===== src/rtl/matrix_result_streamer.sv =====
// Captures a packed product matrix on start and streams its elements out in
// row-major order over a valid/ready handshake, pulsing done after the last one.
module matrix_result_streamer #(
    parameter int unsigned MAX_DIM = 5,
    parameter int unsigned ELEM_W  = 16,
    localparam int unsigned DimW   = $clog2(MAX_DIM + 1),
    localparam int unsigned MatW   = MAX_DIM * MAX_DIM * ELEM_W
) (
    input  logic              clk_i,
    input  logic              reset_i,
    input  logic              start_i,
    input  logic              in_valid_i,
    input  logic              in_error_i,
    input  logic [DimW-1:0]   c_m_i,
    input  logic [DimW-1:0]   c_n_i,
    input  logic [MatW-1:0]   a_mul_b_i,
    input  logic              out_ready_i,
    output logic              out_valid_o,
    output logic [ELEM_W-1:0] out_data_o,
    output logic [DimW-1:0]   out_row_o,
    output logic [DimW-1:0]   out_col_o,
    output logic              out_last_o,
    output logic              busy_o,
    output logic              done_o,
    output logic              err_o
);

    localparam logic [DimW-1:0] MaxDim = DimW'(MAX_DIM);
    localparam logic [DimW-1:0] One    = DimW'(1);

    typedef enum logic [1:0] {StIdle, StSend, StDone} state_e;

    state_e            state_q, state_d;
    logic [DimW-1:0]   row_q, row_d;
    logic [DimW-1:0]   col_q, col_d;
    logic [DimW-1:0]   m_q, m_d;
    logic [DimW-1:0]   n_q, n_d;
    logic [MatW-1:0]   mat_q, mat_d;
    logic              err_q, err_d;

    logic              reject;
    logic              col_wrap;
    logic              at_last;
    logic              sending;
    logic [31:0]       elem_idx;

    assign reject   = !in_valid_i || in_error_i ||
                      (c_m_i == '0) || (c_n_i == '0) ||
                      (c_m_i > MaxDim) || (c_n_i > MaxDim);
    assign col_wrap = (col_q == n_q - One);
    assign at_last  = col_wrap && (row_q == m_q - One);
    assign sending  = (state_q == StSend);
    // Packed layout always uses MAX_DIM as the row stride, whatever c_n is.
    assign elem_idx = 32'(row_q) * MAX_DIM + 32'(col_q);

    always_comb begin
        state_d = state_q;
        row_d   = row_q;
        col_d   = col_q;
        m_d     = m_q;
        n_d     = n_q;
        mat_d   = mat_q;
        err_d   = 1'b0;
        unique case (state_q)
            StIdle: begin
                if (start_i) begin
                    if (reject) begin
                        err_d = 1'b1;
                    end else begin
                        mat_d   = a_mul_b_i;
                        m_d     = c_m_i;
                        n_d     = c_n_i;
                        row_d   = '0;
                        col_d   = '0;
                        state_d = StSend;
                    end
                end
            end
            StSend: begin
                if (out_ready_i) begin
                    if (col_wrap) begin
                        col_d = '0;
                        row_d = row_q + One;
                    end else begin
                        col_d = col_q + One;
                    end
                    if (at_last) begin
                        state_d = StDone;
                    end
                end
            end
            StDone: begin
                state_d = StIdle;
            end
            default: begin
                state_d = StIdle;
            end
        endcase
    end

    always_ff @(posedge clk_i) begin
        if (reset_i) begin
            state_q <= StIdle;
            row_q   <= '0;
            col_q   <= '0;
            m_q     <= '0;
            n_q     <= '0;
            mat_q   <= '0;
            err_q   <= 1'b0;
        end else begin
            state_q <= state_d;
            row_q   <= row_d;
            col_q   <= col_d;
            m_q     <= m_d;
            n_q     <= n_d;
            mat_q   <= mat_d;
            err_q   <= err_d;
        end
    end

    assign out_valid_o = sending;
    assign out_data_o  = sending ? mat_q[elem_idx*ELEM_W +: ELEM_W] : '0;
    assign out_row_o   = sending ? row_q : '0;
    assign out_col_o   = sending ? col_q : '0;
    assign out_last_o  = sending && at_last;
    assign busy_o      = (state_q != StIdle);
    assign done_o      = (state_q == StDone);
    assign err_o       = err_q;

endmodule


===== config.mk =====
export PLATFORM = sky130hd
export DESIGN_NAME = matrix_result_streamer
export DESIGN_NICKNAME = d
export VERILOG_FILES = /design/src/rtl/matrix_result_streamer.sv
export SDC_FILE = /design/constraint.sdc
export NUM_CORES = 1
export LEC_CHECK = 0
export CAP_MARGIN = 40
export CORE_UTILIZATION = 50
export CTS_BUF_LIST = sky130_fd_sc_hd__clkbuf_2
export DETAILED_ROUTE_END_ITERATION = 6
export GPL_ROUTABILITY_DRIVEN = 0
export PLACE_DENSITY = 0.81
export SLEW_MARGIN = 40
export SYNTH_ARGS = -nofsm -noshare
export SYNTH_HDL_FRONTEND = slang
export SYNTH_SLANG_ARGS = --single-unit

===== constraint.sdc =====
create_clock -name clk_i -period 7.59 [get_ports clk_i]
set_clock_uncertainty 0.15 [all_clocks]
set_input_delay 1.1385 -clock clk_i [delete_from_list [all_inputs] [get_ports clk_i]]
set_output_delay 1.1385 -clock clk_i [all_outputs]
set_load 0.02 [all_outputs]

==> metrics.txt, run 1 <==
# TYPE chip_impl_metric gauge
chip_impl_info{name="synth_area_leader_cell",value="sky130_fd_sc_hd__dfxtp_1"} 1
chip_impl_metric{name="period_share",unit="%"} 90.2
chip_impl_metric{name="netlist_area",unit="mm2"} 0.0181
chip_impl_metric{name="die_w",unit="um"} 192
chip_impl_metric{name="yosysTopAreaCellShare",unit="%"} 45.9
chip_impl_metric{name="dp_hpwl",unit="um"} 43600
chip_impl_metric{name="worst_ep_arrival_time",unit="ps"} 5560
chip_impl_info{name="min-delay-start",value="mat_q[163]"} 1
chip_impl_metric{name="fin_nets",unit=""} 2996
chip_impl_metric{name="drt-wirelength-per-cell",unit="um"} 19.5
chip_impl_metric{name="worst_pin_slew",unit="ps"} 896
chip_impl_metric{name="grt_max_degree",unit=""} 224
chip_impl_metric{name="clock_group_share_of_total_power",unit="%"} 35.6
chip_impl_metric{name="final-setup-viol-count",unit=""} 0
chip_impl_metric{name="clock_latency",unit="ps"} 1010
chip_impl_info{name="outcome",value="finished clean"} 1
chip_impl_metric{name="worst_slack",unit="ps"} 746
chip_impl_metric{name="worst-endpoint-required",unit="ps"} 6300
chip_impl_info{name="worst_r2r_startpoint",value="state_q[0]"} 1
chip_impl_metric{name="fill_cells",unit=""} 2975
chip_impl_metric{name="cts.hold.buffers_added",unit=""} 0
chip_impl_metric{name="overflow_left_after_global_routing",unit=""} 0
chip_impl_metric{name="dp_worst_setup_slack",unit="ps"} 1850
chip_impl_metric{name="vias_per_cell",unit=""} 5.60
chip_impl_info{name="startpoint",value="row_q[0]"} 1
chip_impl_info{name="timing.hold.worst.class",value="flop to flop"} 1
chip_impl_metric{name="pwr-share-seq",unit="%"} 54.1
chip_impl_info{name="synth-main-ff-cell",value="sky130_fd_sc_hd__dfxtp_1"} 1
chip_impl_metric{name="cts.path.max_buffers",unit=""} 3
chip_impl_metric{name="finalHoldViolations",unit=""} 0
chip_impl_metric{name="postCtsSetupRepairBufs",unit=""} 0
chip_impl_metric{name="synth_warnings",unit=""} 0
chip_impl_info{name="cts_tree",value="yes"} 1
chip_impl_metric{name="fp-row-count",unit=""} 69
chip_impl_metric{name="drive_gt1_share",unit="%"} 9.75
chip_impl_metric{name="area_growth",unit="%"} 29.5
chip_impl_metric{name="power_density",unit="mW/mm2"} 177
chip_impl_metric{name="grt_antenna_before_repair",unit=""} 8
chip_impl_info{name="cts.root.buffer_cell",value="sky130_fd_sc_hd__clkbuf_2"} 1
chip_impl_metric{name="internal_power",unit="mW"} 3.04
chip_impl_metric{name="dr_total_vias",unit=""} 17400
chip_impl_metric{name="cts_made_buffers",unit=""} 100
chip_impl_metric{name="clock_net_sink_count",unit=""} 415
chip_impl_metric{name="finalSetupTns",unit="ps"} 0
chip_impl_metric{name="power.total",unit="mW"} 4.16
chip_impl_metric{name="design.die.area",unit="mm2"} 0.0370
chip_impl_metric{name="register_area",unit="mm2"} 0.00831
chip_impl_metric{name="wire_length_of_the_first_global_routing_pass",unit="um"} 89600
chip_impl_metric{name="worstPathMaxFanout",unit=""} 32
chip_impl_metric{name="multiInputGateArea",unit="mm2"} 0.00894
chip_impl_metric{name="initial_utilization",unit="%"} 50.9
chip_impl_metric{name="syn-mean-instance-area",unit="um2"} 8.25
chip_impl_metric{name="synth-seq-area-share",unit="%"} 45.9
chip_impl_metric{name="synth-seq-cells",unit=""} 415
chip_impl_metric{name="floorplan.core_area",unit="mm2"} 0.0356
chip_impl_metric{name="detail_route.iter0.violations",unit=""} 1686
chip_impl_metric{name="number_of_cells_produced_by_synthesis",unit=""} 2194
chip_impl_metric{name="post_detailed_route_drc_marker_count",unit=""} 0
chip_impl_metric{name="number_of_flops_mapped_to_enable_cells_by_yosys",unit=""} 0
chip_impl_metric{name="finalInstanceArea",unit="mm2"} 0.0234
chip_impl_metric{name="post_dp_cell_area",unit="mm2"} 0.0225
chip_impl_metric{name="clock.fmax",unit="GHz"} 0.146
chip_impl_metric{name="clkTransAtPathRegs",unit="ps"} 100
chip_impl_info{name="worst_setup_path_start_kind",value="flop"} 1
chip_impl_metric{name="netSwitchingPower",unit="mW"} 1.12
chip_impl_metric{name="finalMaxSlewViolations",unit=""} 0
chip_impl_info{name="post_synth_main_area_contributors",value="sky130_fd_sc_hd__dfxtp_1 (46%), sky130_fd_sc_hd__nand2_1 (19%), sky130_fd_sc_hd__a21oi_1 (12%)"} 1
chip_impl_metric{name="post_synth_num_cell_types",unit=""} 45
chip_impl_metric{name="leakage",unit="nW"} 7.64
chip_impl_info{name="critical_path.endpoint_type",value="primary output"} 1
chip_impl_info{name="rsz_0062_raised_after_global_routing",value="false"} 1
chip_impl_metric{name="layout_min_cycle_time",unit="ps"} 6840
chip_impl_info{name="synthMostInstantiatedCell",value="sky130_fd_sc_hd__nand2_1"} 1
chip_impl_metric{name="fp.dieH",unit="um"} 192
chip_impl_metric{name="ant_nets",unit=""} 0
chip_impl_info{name="netlist_top_cells_count",value="sky130_fd_sc_hd__nand2_1 (893), sky130_fd_sc_hd__a21oi_1 (428), sky130_fd_sc_hd__dfxtp_1 (415), sky130_fd_sc_hd__buf_2 (82), sky130_fd_sc_hd__clkbuf_1 (69)"} 1
chip_impl_metric{name="syn-num-nets",unit=""} 2620
chip_impl_metric{name="drt_pass_1_iters",unit=""} 6
chip_impl_metric{name="comb_power_share",unit="%"} 10.3
chip_impl_metric{name="cts_resized",unit=""} 0
chip_impl_metric{name="placement.io_buffers",unit=""} 438
chip_impl_metric{name="fraction_of_registers_with_async_set_reset",unit="%"} 0
chip_impl_metric{name="via_count_of_the_first_global_routing_pass",unit=""} 17000
chip_impl_metric{name="cap_viol_max_count",unit=""} 0
chip_impl_metric{name="route.final.wire_length",unit="um"} 60700
chip_impl_metric{name="grt_usage",unit="%"} 31.9
chip_impl_info{name="setup.worst_path.class",value="flop to primary output"} 1
chip_impl_metric{name="slew-limit-headroom",unit="%"} 40.3
chip_impl_metric{name="pin_count",unit=""} 439
chip_impl_metric{name="switching_share",unit="%"} 26.9
chip_impl_metric{name="ctsHtreeMaxLevel",unit=""} 3
chip_impl_metric{name="vdd_ir_drop_max",unit="V"} 0.000108
routing by layer:
metal | track usage [%] | wire length (um) | vias up
li1 | - | - | 8204
met1 | 37.0 | 22500 | 8232
met2 | 54.1 | 29700 | 847
met3 | 6.60 | 5300 | 155
met4 | 19.1 | 3090 | 2
met5 | 0 | 13 | -
final cells by class:
cell class	count	area share, %
multi-input cells	1591	38.1
flip-flops and latches	415	35.4
repair buffers	453	19.9
clock buffers	141	3.01
well taps	461	2.46
clock inverters	36	0.886
inverters	9	0.144
diodes	6	0.0640
metrics by stage:
| stage | utilization (%) | hold slack [ps] | cells |
|---|---|---|---|
| after global placement | 62.9 | 289 | 2924 |
| after global routing | 65.9 | 326 | 3111 |
| after CTS | 65.7 | 307 | 3104 |
| final | 65.9 | 307 | 3112 |
| after detailed placement | 63.1 | 293 | 2927 |
| after floorplan | - | 279 | 2194 |
cell families after synthesis:
kind of cell | count (synthesis) | synth area share (%)
mux | 130 | 11.6
compound gates | 506 | 15.9
simple gates | 932 | 19.9
fa+ha+maj | 14 | 1.01
xor+xnor | 9 | 0.518
buf+inv | 188 | 5.17
flops | 415 | 45.9
power by group through the flow:
stage | sequential [mW] | combinational [mW] | clock, mW
6_report | 2.25 | 0.428 | 1.48
5_1_grt | 2.26 | 0.452 | 1.61
4_1_cts | 2.25 | 0.421 | 1.50
3_5_place_dp | 2.30 | 0.419 | 0
3_3_place_gp | 2.30 | 0.415 | 0
2_1_floorplan | 2.29 | 0.152 | 0
state kept, by name, indices dropped and copies added (netlist names):
register,count
err_o,1
n_q,3
row_q,3
col_q,3
m_q,3
state_q,2
mat_q,400
layout by cell type (no fill, tap or decap), types with 3 or more instances in the layout:
cell / count
sky130_fd_sc_hd__inv_1: 8
sky130_fd_sc_hd__and2_1: 9
sky130_fd_sc_hd__a22oi_1: 16
sky130_fd_sc_hd__nand2_1: 893
sky130_fd_sc_hd__clkinv_1: 24
sky130_fd_sc_hd__a21oi_1: 427
sky130_fd_sc_hd__mux2i_1: 66
sky130_fd_sc_hd__buf_4: 3
sky130_fd_sc_hd__xor2_1: 3
sky130_fd_sc_hd__o21ai_0: 4
sky130_fd_sc_hd__a311oi_1: 6
sky130_fd_sc_hd__ha_1: 11
sky130_fd_sc_hd__buf_12: 9
sky130_fd_sc_hd__a311oi_2: 9
sky130_fd_sc_hd__nor3_1: 7
sky130_fd_sc_hd__a32o_1: 16
sky130_fd_sc_hd__nor2_1: 6
sky130_fd_sc_hd__mux4_2: 64
sky130_fd_sc_hd__clkdlybuf4s50_1: 437
sky130_fd_sc_hd__xnor2_1: 3
sky130_fd_sc_hd__diode_2: 6
sky130_fd_sc_hd__clkinvlp_4: 3
sky130_fd_sc_hd__clkinv_2: 7
sky130_fd_sc_hd__dfxtp_1: 415
sky130_fd_sc_hd__clkbuf_2: 141
sky130_fd_sc_hd__a32oi_1: 16
worst max-delay path, cell delays in order, from the launching register on:
cell	delay, ps
sky130_fd_sc_hd__dfxtp_1	510
sky130_fd_sc_hd__ha_1	290
sky130_fd_sc_hd__ha_1	310
sky130_fd_sc_hd__fa_1	530
sky130_fd_sc_hd__xnor2_2	200
sky130_fd_sc_hd__buf_4	240
sky130_fd_sc_hd__nor4_4	610
sky130_fd_sc_hd__a32oi_1	280
sky130_fd_sc_hd__a32o_1	300
sky130_fd_sc_hd__a311oi_1	490
sky130_fd_sc_hd__clkdlybuf4s50_1	770
path summary, 6_finish.rpt:
path                                       to  slack (ps)  cells past startpoint
worst max register to register      mat_q[97]        4610                      5
worst max-delay path            out_data_o[1]         750                     10
worst min-delay path               mat_q[163]         310                      2
worst min register to register     mat_q[163]         310                      2
(Power assumes the default switching activity.)
==> run 2, diff against run 1 <==
CORE_UTILIZATION = 47   (was 50)
GPL_ROUTABILITY_DRIVEN = unset   (was 0)
PLACE_DENSITY = 0.79   (was 0.81)
clock period = 6.2 ns   (was 7.59 ns; I/O delays follow)
==> run 2 against run 1 <==
Compared with the run above: combinational power grew 23%; global-route usage decreased by 1.3 points; register-to-register slack got worse by 1100 ps; critical path depth decreased by 1; via count shrank 0.63%; sequential cell count stayed put; sequential power up 23%; critical endpoint is now out_data_o[4]; highest routed layer unchanged.
==> metrics.txt, run 2 (synthesis gave the netlist of run 1 again) <==
# TYPE chip_impl_metric gauge
chip_impl_metric{name="design.die.area",unit="mm2"} 0.0393
chip_impl_metric{name="post_detailed_route_drc_marker_count",unit=""} 0
chip_impl_info{name="timing.hold.worst.class",value="input port to flop"} 1
chip_impl_metric{name="grt_usage",unit="%"} 30.6
chip_impl_metric{name="worst_pin_slew",unit="ps"} 827
chip_impl_info{name="layout_commonest_cell",value="sky130_fd_sc_hd__nand2_1"} 1
chip_impl_info{name="worst_r2r_startpoint",value="state_q[0]"} 1
chip_impl_metric{name="placed_cells",unit=""} 2984
chip_impl_metric{name="grt_max_degree",unit=""} 180
chip_impl_metric{name="vdd_ir_drop_max",unit="V"} 0.000119
chip_impl_metric{name="floorplan.core_area",unit="mm2"} 0.0378
chip_impl_metric{name="period_share",unit="%"} 96.8
chip_impl_metric{name="worst_r2r_path_depth",unit=""} 5
chip_impl_info{name="critical_path.endpoint_type",value="primary output"} 1
chip_impl_metric{name="internal_power",unit="mW"} 3.72
chip_impl_metric{name="layout_min_cycle_time",unit="ps"} 6000
chip_impl_metric{name="initial_utilization",unit="%"} 48.0
chip_impl_metric{name="comb_power_share",unit="%"} 10.3
chip_impl_metric{name="die_w",unit="um"} 198
chip_impl_metric{name="wire_length_of_the_first_global_routing_pass",unit="um"} 91300
chip_impl_metric{name="largest_reg_flops",unit=""} 400
chip_impl_metric{name="fp.dieH",unit="um"} 198
chip_impl_metric{name="cts.hold.buffers_added",unit=""} 0
chip_impl_info{name="cts.root.buffer_cell",value="sky130_fd_sc_hd__clkbuf_2"} 1
chip_impl_metric{name="placement.io_buffers",unit=""} 438
chip_impl_info{name="most-common-layout-cells",value="sky130_fd_sc_hd__nand2_1 (893), sky130_fd_sc_hd__clkdlybuf4s50_1 (437), sky130_fd_sc_hd__a21oi_1 (427), sky130_fd_sc_hd__dfxtp_1 (415), sky130_fd_sc_hd__clkbuf_2 (147)"} 1
chip_impl_info{name="regMostFlops",value="mat_q"} 1
chip_impl_metric{name="fin_nets",unit=""} 3008
chip_impl_metric{name="worstPathMaxFanout",unit=""} 16
chip_impl_metric{name="leakage",unit="nW"} 7.73
chip_impl_metric{name="clock_latency",unit="ps"} 960
chip_impl_metric{name="clock.fmax",unit="GHz"} 0.167
chip_impl_info{name="timing.hold.worst_endpoint",value="mat_q[391]"} 1
chip_impl_metric{name="worst_hold_path.num_cells",unit=""} 2
chip_impl_metric{name="dp_hpwl",unit="um"} 44400
chip_impl_info{name="worst_setup_path_start_kind",value="flop"} 1
chip_impl_info{name="timing.rr.end",value="mat_q[251]"} 1
chip_impl_metric{name="dr_total_vias",unit=""} 17300
chip_impl_metric{name="power_density",unit="mW/mm2"} 216
chip_impl_metric{name="fp-row-count",unit=""} 71
chip_impl_metric{name="pin_count",unit=""} 439
chip_impl_metric{name="overflow_left_after_global_routing",unit=""} 0
chip_impl_metric{name="finalMaxSlewViolations",unit=""} 0
chip_impl_info{name="rsz_0062_raised_after_global_routing",value="false"} 1
chip_impl_metric{name="ant_nets",unit=""} 0
chip_impl_metric{name="register_to_register_path_setup_slack",unit="ps"} 3510
chip_impl_metric{name="finalSetupTns",unit="ps"} 0
chip_impl_info{name="min-delay-start",value="reset_i"} 1
chip_impl_metric{name="vias_per_cell",unit=""} 5.44
chip_impl_metric{name="worst-endpoint-required",unit="ps"} 5120
chip_impl_metric{name="multiInputGateArea",unit="mm2"} 0.00896
chip_impl_metric{name="clock_net_sink_count",unit=""} 415
chip_impl_metric{name="finalHoldViolations",unit=""} 0
chip_impl_metric{name="cap_viol_max_count",unit=""} 0
chip_impl_info{name="cts_tree",value="yes"} 1
chip_impl_metric{name="finalNonFillerCells",unit=""} 3183
chip_impl_metric{name="drive_gt1_share",unit="%"} 10.4
chip_impl_metric{name="final-setup-viol-count",unit=""} 0
chip_impl_metric{name="ctsHtreeMaxLevel",unit=""} 3
chip_impl_info{name="outcome",value="finished clean"} 1
chip_impl_metric{name="drt-wirelength-per-cell",unit="um"} 19.3
chip_impl_metric{name="clock_group_share_of_total_power",unit="%"} 35.7
chip_impl_metric{name="route.final.wire_length",unit="um"} 61500
chip_impl_metric{name="finalWeightedCongestion",unit=""} 0.916
chip_impl_metric{name="netSwitchingPower",unit="mW"} 1.39
chip_impl_metric{name="pwr-share-seq",unit="%"} 54.0
chip_impl_metric{name="slew-limit-headroom",unit="%"} 44.8
chip_impl_info{name="setup.worst_path.class",value="flop to primary output"} 1
chip_impl_metric{name="grt_antenna_before_repair",unit=""} 5
chip_impl_info{name="startpoint",value="row_q[0]"} 1
chip_impl_metric{name="cts_made_buffers",unit=""} 104
chip_impl_metric{name="switching_share",unit="%"} 27.2
chip_impl_metric{name="area_growth",unit="%"} 30.3
chip_impl_metric{name="worst_ep_arrival_time",unit="ps"} 4920
chip_impl_metric{name="fill_cells",unit=""} 3285
chip_impl_metric{name="drt_pass_1_iters",unit=""} 6
chip_impl_metric{name="detail_route.iter0.violations",unit=""} 1235
chip_impl_metric{name="via_count_of_the_first_global_routing_pass",unit=""} 17000
chip_impl_metric{name="clkTransAtPathRegs",unit="ps"} 120
chip_impl_metric{name="cts.path.max_buffers",unit=""} 3
chip_impl_metric{name="register_area",unit="mm2"} 0.00831
## run 2: power groups by stage
stage	Sequential (mW)	Combinational, mW	Clock [mW]
floorplan	2.80	0.186	0
global placement	2.81	0.515	0
detailed placement	2.82	0.518	0
CTS	2.76	0.521	1.86
global route	2.76	0.559	2.01
finish	2.76	0.526	1.82
## run 2: layer usage
layer / vias up / part of all wire [%] / GRT usage [%]
li1: 8247 / - / -
met1: 8165 / 39 / 35.8
met2: 794 / 49 / 52.2
met3: 122 / 8.9 / 7.99
met4: 2 / 3.7 / 13.8
met5: - / 0.016 / 0
## run 2: worst max-delay path by stage
stage / to / depth (start not counted)
CTS: out_data_o[4] / 9
global placement: out_data_o[3] / 9
detailed placement: out_data_o[3] / 9
floorplan: out_data_o[0] / 8
finish: out_data_o[4] / 9
global route: out_data_o[3] / 9
## run 2: timing repair
action	4_1_cts	5_1_grt
resized for setup	1	1
setup buffers	0	0
cloned	0	1
pin swaps	0	1
endpoints found under the setup margin	1	4
## run 2: worst max-delay path: stages, from the launching register on
cell and delay [ps]:
sky130_fd_sc_hd__dfxtp_1 500, sky130_fd_sc_hd__ha_1 300, sky130_fd_sc_hd__ha_1 190, sky130_fd_sc_hd__ha_1 470, sky130_fd_sc_hd__and3_1 240, sky130_fd_sc_hd__o21ai_0 490, sky130_fd_sc_hd__a21boi_2 350, sky130_fd_sc_hd__a32o_1 330
sky130_fd_sc_hd__a311oi_1 360, sky130_fd_sc_hd__clkdlybuf4s50_1 750
## run 2: through the flow
step / setup slack, ps / total power, mW / hold slack [ps] / cell area (um2) / utilization [%]
floorplan: 2160 / 2.99 / 279 / 18100 / -
global placement: 1050 / 3.33 / 289 / 22500 / 59.6
detailed placement: 990 / 3.34 / 294 / 22600 / 59.7
CTS: 38.5 / 5.14 / 222 / 23500 / 62.3
global route: 21.4 / 5.33 / 152 / 23600 / 62.5
finish: 197 / 5.11 / 167 / 23600 / 62.5
## run 2: layout make-up
type | instances | share of cell area, %
tap | 511 | 2.71
multi-input combinational | 1592 | 38.0
inverter | 9 | 0.143
antenna | 4 | 0.0424
timing repair buffer | 460 | 19.9
sequential | 415 | 35.2
clock buffer | 147 | 3.12
clock inverter | 45 | 0.928
==> run 3, diff against run 2 <==
CORE_UTILIZATION = 40   (was 47)
CTS_CLUSTER_DIAMETER = 200   (was unset)
PLACE_DENSITY = 0.69   (was 0.79)
==> run 3 against run 2 <==
Compared with the run above: sequential cell count is the same; worst setup slack gained 100 ps; fmax grew 1.7%; clock power is essentially flat; non-clock buffer count grew 8; critical endpoint is now out_data_o[15].
==> metrics.txt, run 3 (synthesis gave the netlist of run 1 again) <==
# TYPE chip_impl_metric gauge
chip_impl_metric{name="finalHoldViolations",unit=""} 0
chip_impl_info{name="most-common-layout-cells",value="sky130_fd_sc_hd__nand2_1 (893), sky130_fd_sc_hd__clkdlybuf4s50_1 (436), sky130_fd_sc_hd__a21oi_1 (427), sky130_fd_sc_hd__dfxtp_1 (415), sky130_fd_sc_hd__clkbuf_2 (148)"} 1
chip_impl_metric{name="post_dp_cell_area",unit="mm2"} 0.0227
chip_impl_metric{name="grt_antenna_before_repair",unit=""} 17
chip_impl_metric{name="fin_nets",unit=""} 3019
chip_impl_info{name="timing.hold.worst.class",value="input port to flop"} 1
chip_impl_metric{name="overflow_left_after_global_routing",unit=""} 0
chip_impl_metric{name="finalMaxSlewViolations",unit=""} 0
chip_impl_metric{name="detail_route.iter0.violations",unit=""} 1214
chip_impl_metric{name="drt-wirelength-per-cell",unit="um"} 19.4
chip_impl_metric{name="finalInstanceArea",unit="mm2"} 0.0238
chip_impl_metric{name="ctsHtreeMaxLevel",unit=""} 3
chip_impl_metric{name="leakage",unit="nW"} 7.77
chip_impl_metric{name="clkTransAtPathRegs",unit="ps"} 120
chip_impl_metric{name="clock_net_sink_count",unit=""} 415
chip_impl_metric{name="pwr-share-seq",unit="%"} 54.1
chip_impl_metric{name="vias_per_cell",unit=""} 5.19
chip_impl_metric{name="post_detailed_route_drc_marker_count",unit=""} 0
chip_impl_metric{name="cap_viol_max_count",unit=""} 0
chip_impl_metric{name="worstPathMaxFanout",unit=""} 16
chip_impl_metric{name="grt_max_degree",unit=""} 185
chip_impl_metric{name="final-setup-viol-count",unit=""} 0
chip_impl_metric{name="finalSetupTns",unit="ps"} 0
chip_impl_metric{name="slew-limit-headroom",unit="%"} 44.3
chip_impl_metric{name="dr_total_vias",unit=""} 17000
chip_impl_metric{name="largest_reg_flops",unit=""} 400
chip_impl_metric{name="placed_cells",unit=""} 3069
chip_impl_info{name="worst_setup_path_start_kind",value="flop"} 1
chip_impl_metric{name="clock_group_share_of_total_power",unit="%"} 35.7
chip_impl_metric{name="worst-endpoint-required",unit="ps"} 5120
chip_impl_metric{name="worst_slack",unit="ps"} 298
chip_impl_info{name="setup.worst_path.class",value="flop to primary output"} 1
chip_impl_info{name="outcome",value="finished clean"} 1
chip_impl_metric{name="cp.buffers_inverters",unit=""} 1
chip_impl_metric{name="cts.hold.buffers_added",unit=""} 0
chip_impl_info{name="crit_chain",value="ha_1 -> ha_1 -> fa_2 -> and2_2 -> a22oi_1 -> a32oi_1 -> a32o_1 -> a311oi_2 -> clkdlybuf4s50_1"} 1
chip_impl_info{name="crit_path_frequent_cell",value="sky130_fd_sc_hd__ha_1"} 1
chip_impl_metric{name="power_density",unit="mW/mm2"} 214
chip_impl_metric{name="period_share",unit="%"} 95.2
chip_impl_metric{name="fp.dieH",unit="um"} 215
chip_impl_metric{name="placement.io_buffers",unit=""} 438
chip_impl_info{name="timing.critical_path.max_delay_family",value="adder cells"} 1
chip_impl_metric{name="finalWeightedCongestion",unit=""} 0.881
chip_impl_metric{name="comb_power_share",unit="%"} 10.3
chip_impl_metric{name="route.final.wire_length",unit="um"} 63400
chip_impl_metric{name="worst_pin_slew",unit="ps"} 835
chip_impl_metric{name="worst_ep_arrival_time",unit="ps"} 4820
chip_impl_info{name="cts_tree",value="yes"} 1
chip_impl_info{name="crit_path_top_delay_cell",value="sky130_fd_sc_hd__clkdlybuf4s50_1"} 1
chip_impl_info{name="rsz_0062_raised_after_global_routing",value="false"} 1
chip_impl_metric{name="wire_length_of_the_first_global_routing_pass",unit="um"} 95000
chip_impl_metric{name="ant_nets",unit=""} 0
chip_impl_metric{name="initial_utilization",unit="%"} 40.8
chip_impl_metric{name="cts_made_buffers",unit=""} 107
chip_impl_metric{name="via_count_of_the_first_global_routing_pass",unit=""} 16800
chip_impl_metric{name="critPathMaxStageDelay",unit="ps"} 720
chip_impl_metric{name="drive_gt1_share",unit="%"} 10.6
chip_impl_metric{name="area_growth",unit="%"} 31.4
chip_impl_metric{name="dp_worst_setup_slack",unit="ps"} 811
chip_impl_info{name="critical_path.endpoint_type",value="primary output"} 1
chip_impl_info{name="regMostFlops",value="mat_q"} 1
chip_impl_metric{name="clock_latency",unit="ps"} 970
chip_impl_metric{name="clock.fmax",unit="GHz"} 0.169
chip_impl_info{name="cts.root.buffer_cell",value="sky130_fd_sc_hd__clkbuf_2"} 1
chip_impl_metric{name="floorplan.core_area",unit="mm2"} 0.0444
chip_impl_metric{name="netSwitchingPower",unit="mW"} 1.38
chip_impl_metric{name="die_w",unit="um"} 215
chip_impl_metric{name="vdd_ir_drop_max",unit="V"} 0.000113
chip_impl_metric{name="pin_count",unit=""} 439
chip_impl_metric{name="cts.path.max_buffers",unit=""} 3
chip_impl_metric{name="final_util",unit="%"} 53.6
chip_impl_metric{name="drt_pass_1_iters",unit=""} 7
chip_impl_metric{name="finalNonFillerCells",unit=""} 3272
chip_impl_metric{name="fp-row-count",unit=""} 77
chip_impl_metric{name="design.die.area",unit="mm2"} 0.0461
chip_impl_metric{name="dp_hpwl",unit="um"} 46300
chip_impl_metric{name="switching_share",unit="%"} 27.1
chip_impl_metric{name="internal_power",unit="mW"} 3.71
chip_impl_metric{name="layout_min_cycle_time",unit="ps"} 5900
chip_impl_metric{name="grt_usage",unit="%"} 26.8
chip_impl_info{name="layout_commonest_cell",value="sky130_fd_sc_hd__nand2_1"} 1
## run 3: final cells by class
type	count	area [um2]
tap	592	741
clock buffer	148	741
timing repair buffer	468	4770
antenna	10	25.0
inverter	9	33.8
sequential	415	8310
fill	4211	20600
clock inverter	38	186
multi-input combinational	1592	8990
## run 3: power groups by stage
stage	Clock, mW	Combinational, mW	Sequential (mW)
2_1_floorplan	0	0.186	2.80
3_3_place_gp	0	0.513	2.81
3_5_place_dp	0	0.520	2.82
4_1_cts	1.88	0.523	2.75
5_1_grt	2.01	0.560	2.76
6_report	1.82	0.522	2.75
## run 3: timing repair
action,in CTS,in global routing
setup endpoints to repair,14,16
endpoints found under the hold margin,0,0
setup buffers,6,0
pin swaps,2,0
cloned,1,0
gates resized for setup,4,7
## run 3: final timing paths
check | startpoint | end | slack, ps | cells after the start
setup / recovery | row_q[0] | out_data_o[15] | 300 | 9
setup reg to reg | state_q[0] | mat_q[345] | 3400 | 6
hold reg to reg | mat_q[163] | mat_q[163] | 300 | 2
hold / removal | reset_i | mat_q[261] | 160 | 2
## run 3: metrics by stage
stage / hold slack, ps / total power, mW
finish: 162 / 5.09
global route: 49.3 / 5.33
CTS: 37.7 / 5.15
detailed placement: 293 / 3.34
global placement: 289 / 3.33
floorplan: 279 / 2.99
## run 3: per-layer routing
metal  up-vias  GRT usage [%]  share of wire, %
met5         -              0              0.16
met4        14           9.29               2.6
met3       101           7.83               7.8
met2       591           45.2                48
met1      7991           32.4                41
li1       8273              -                 -
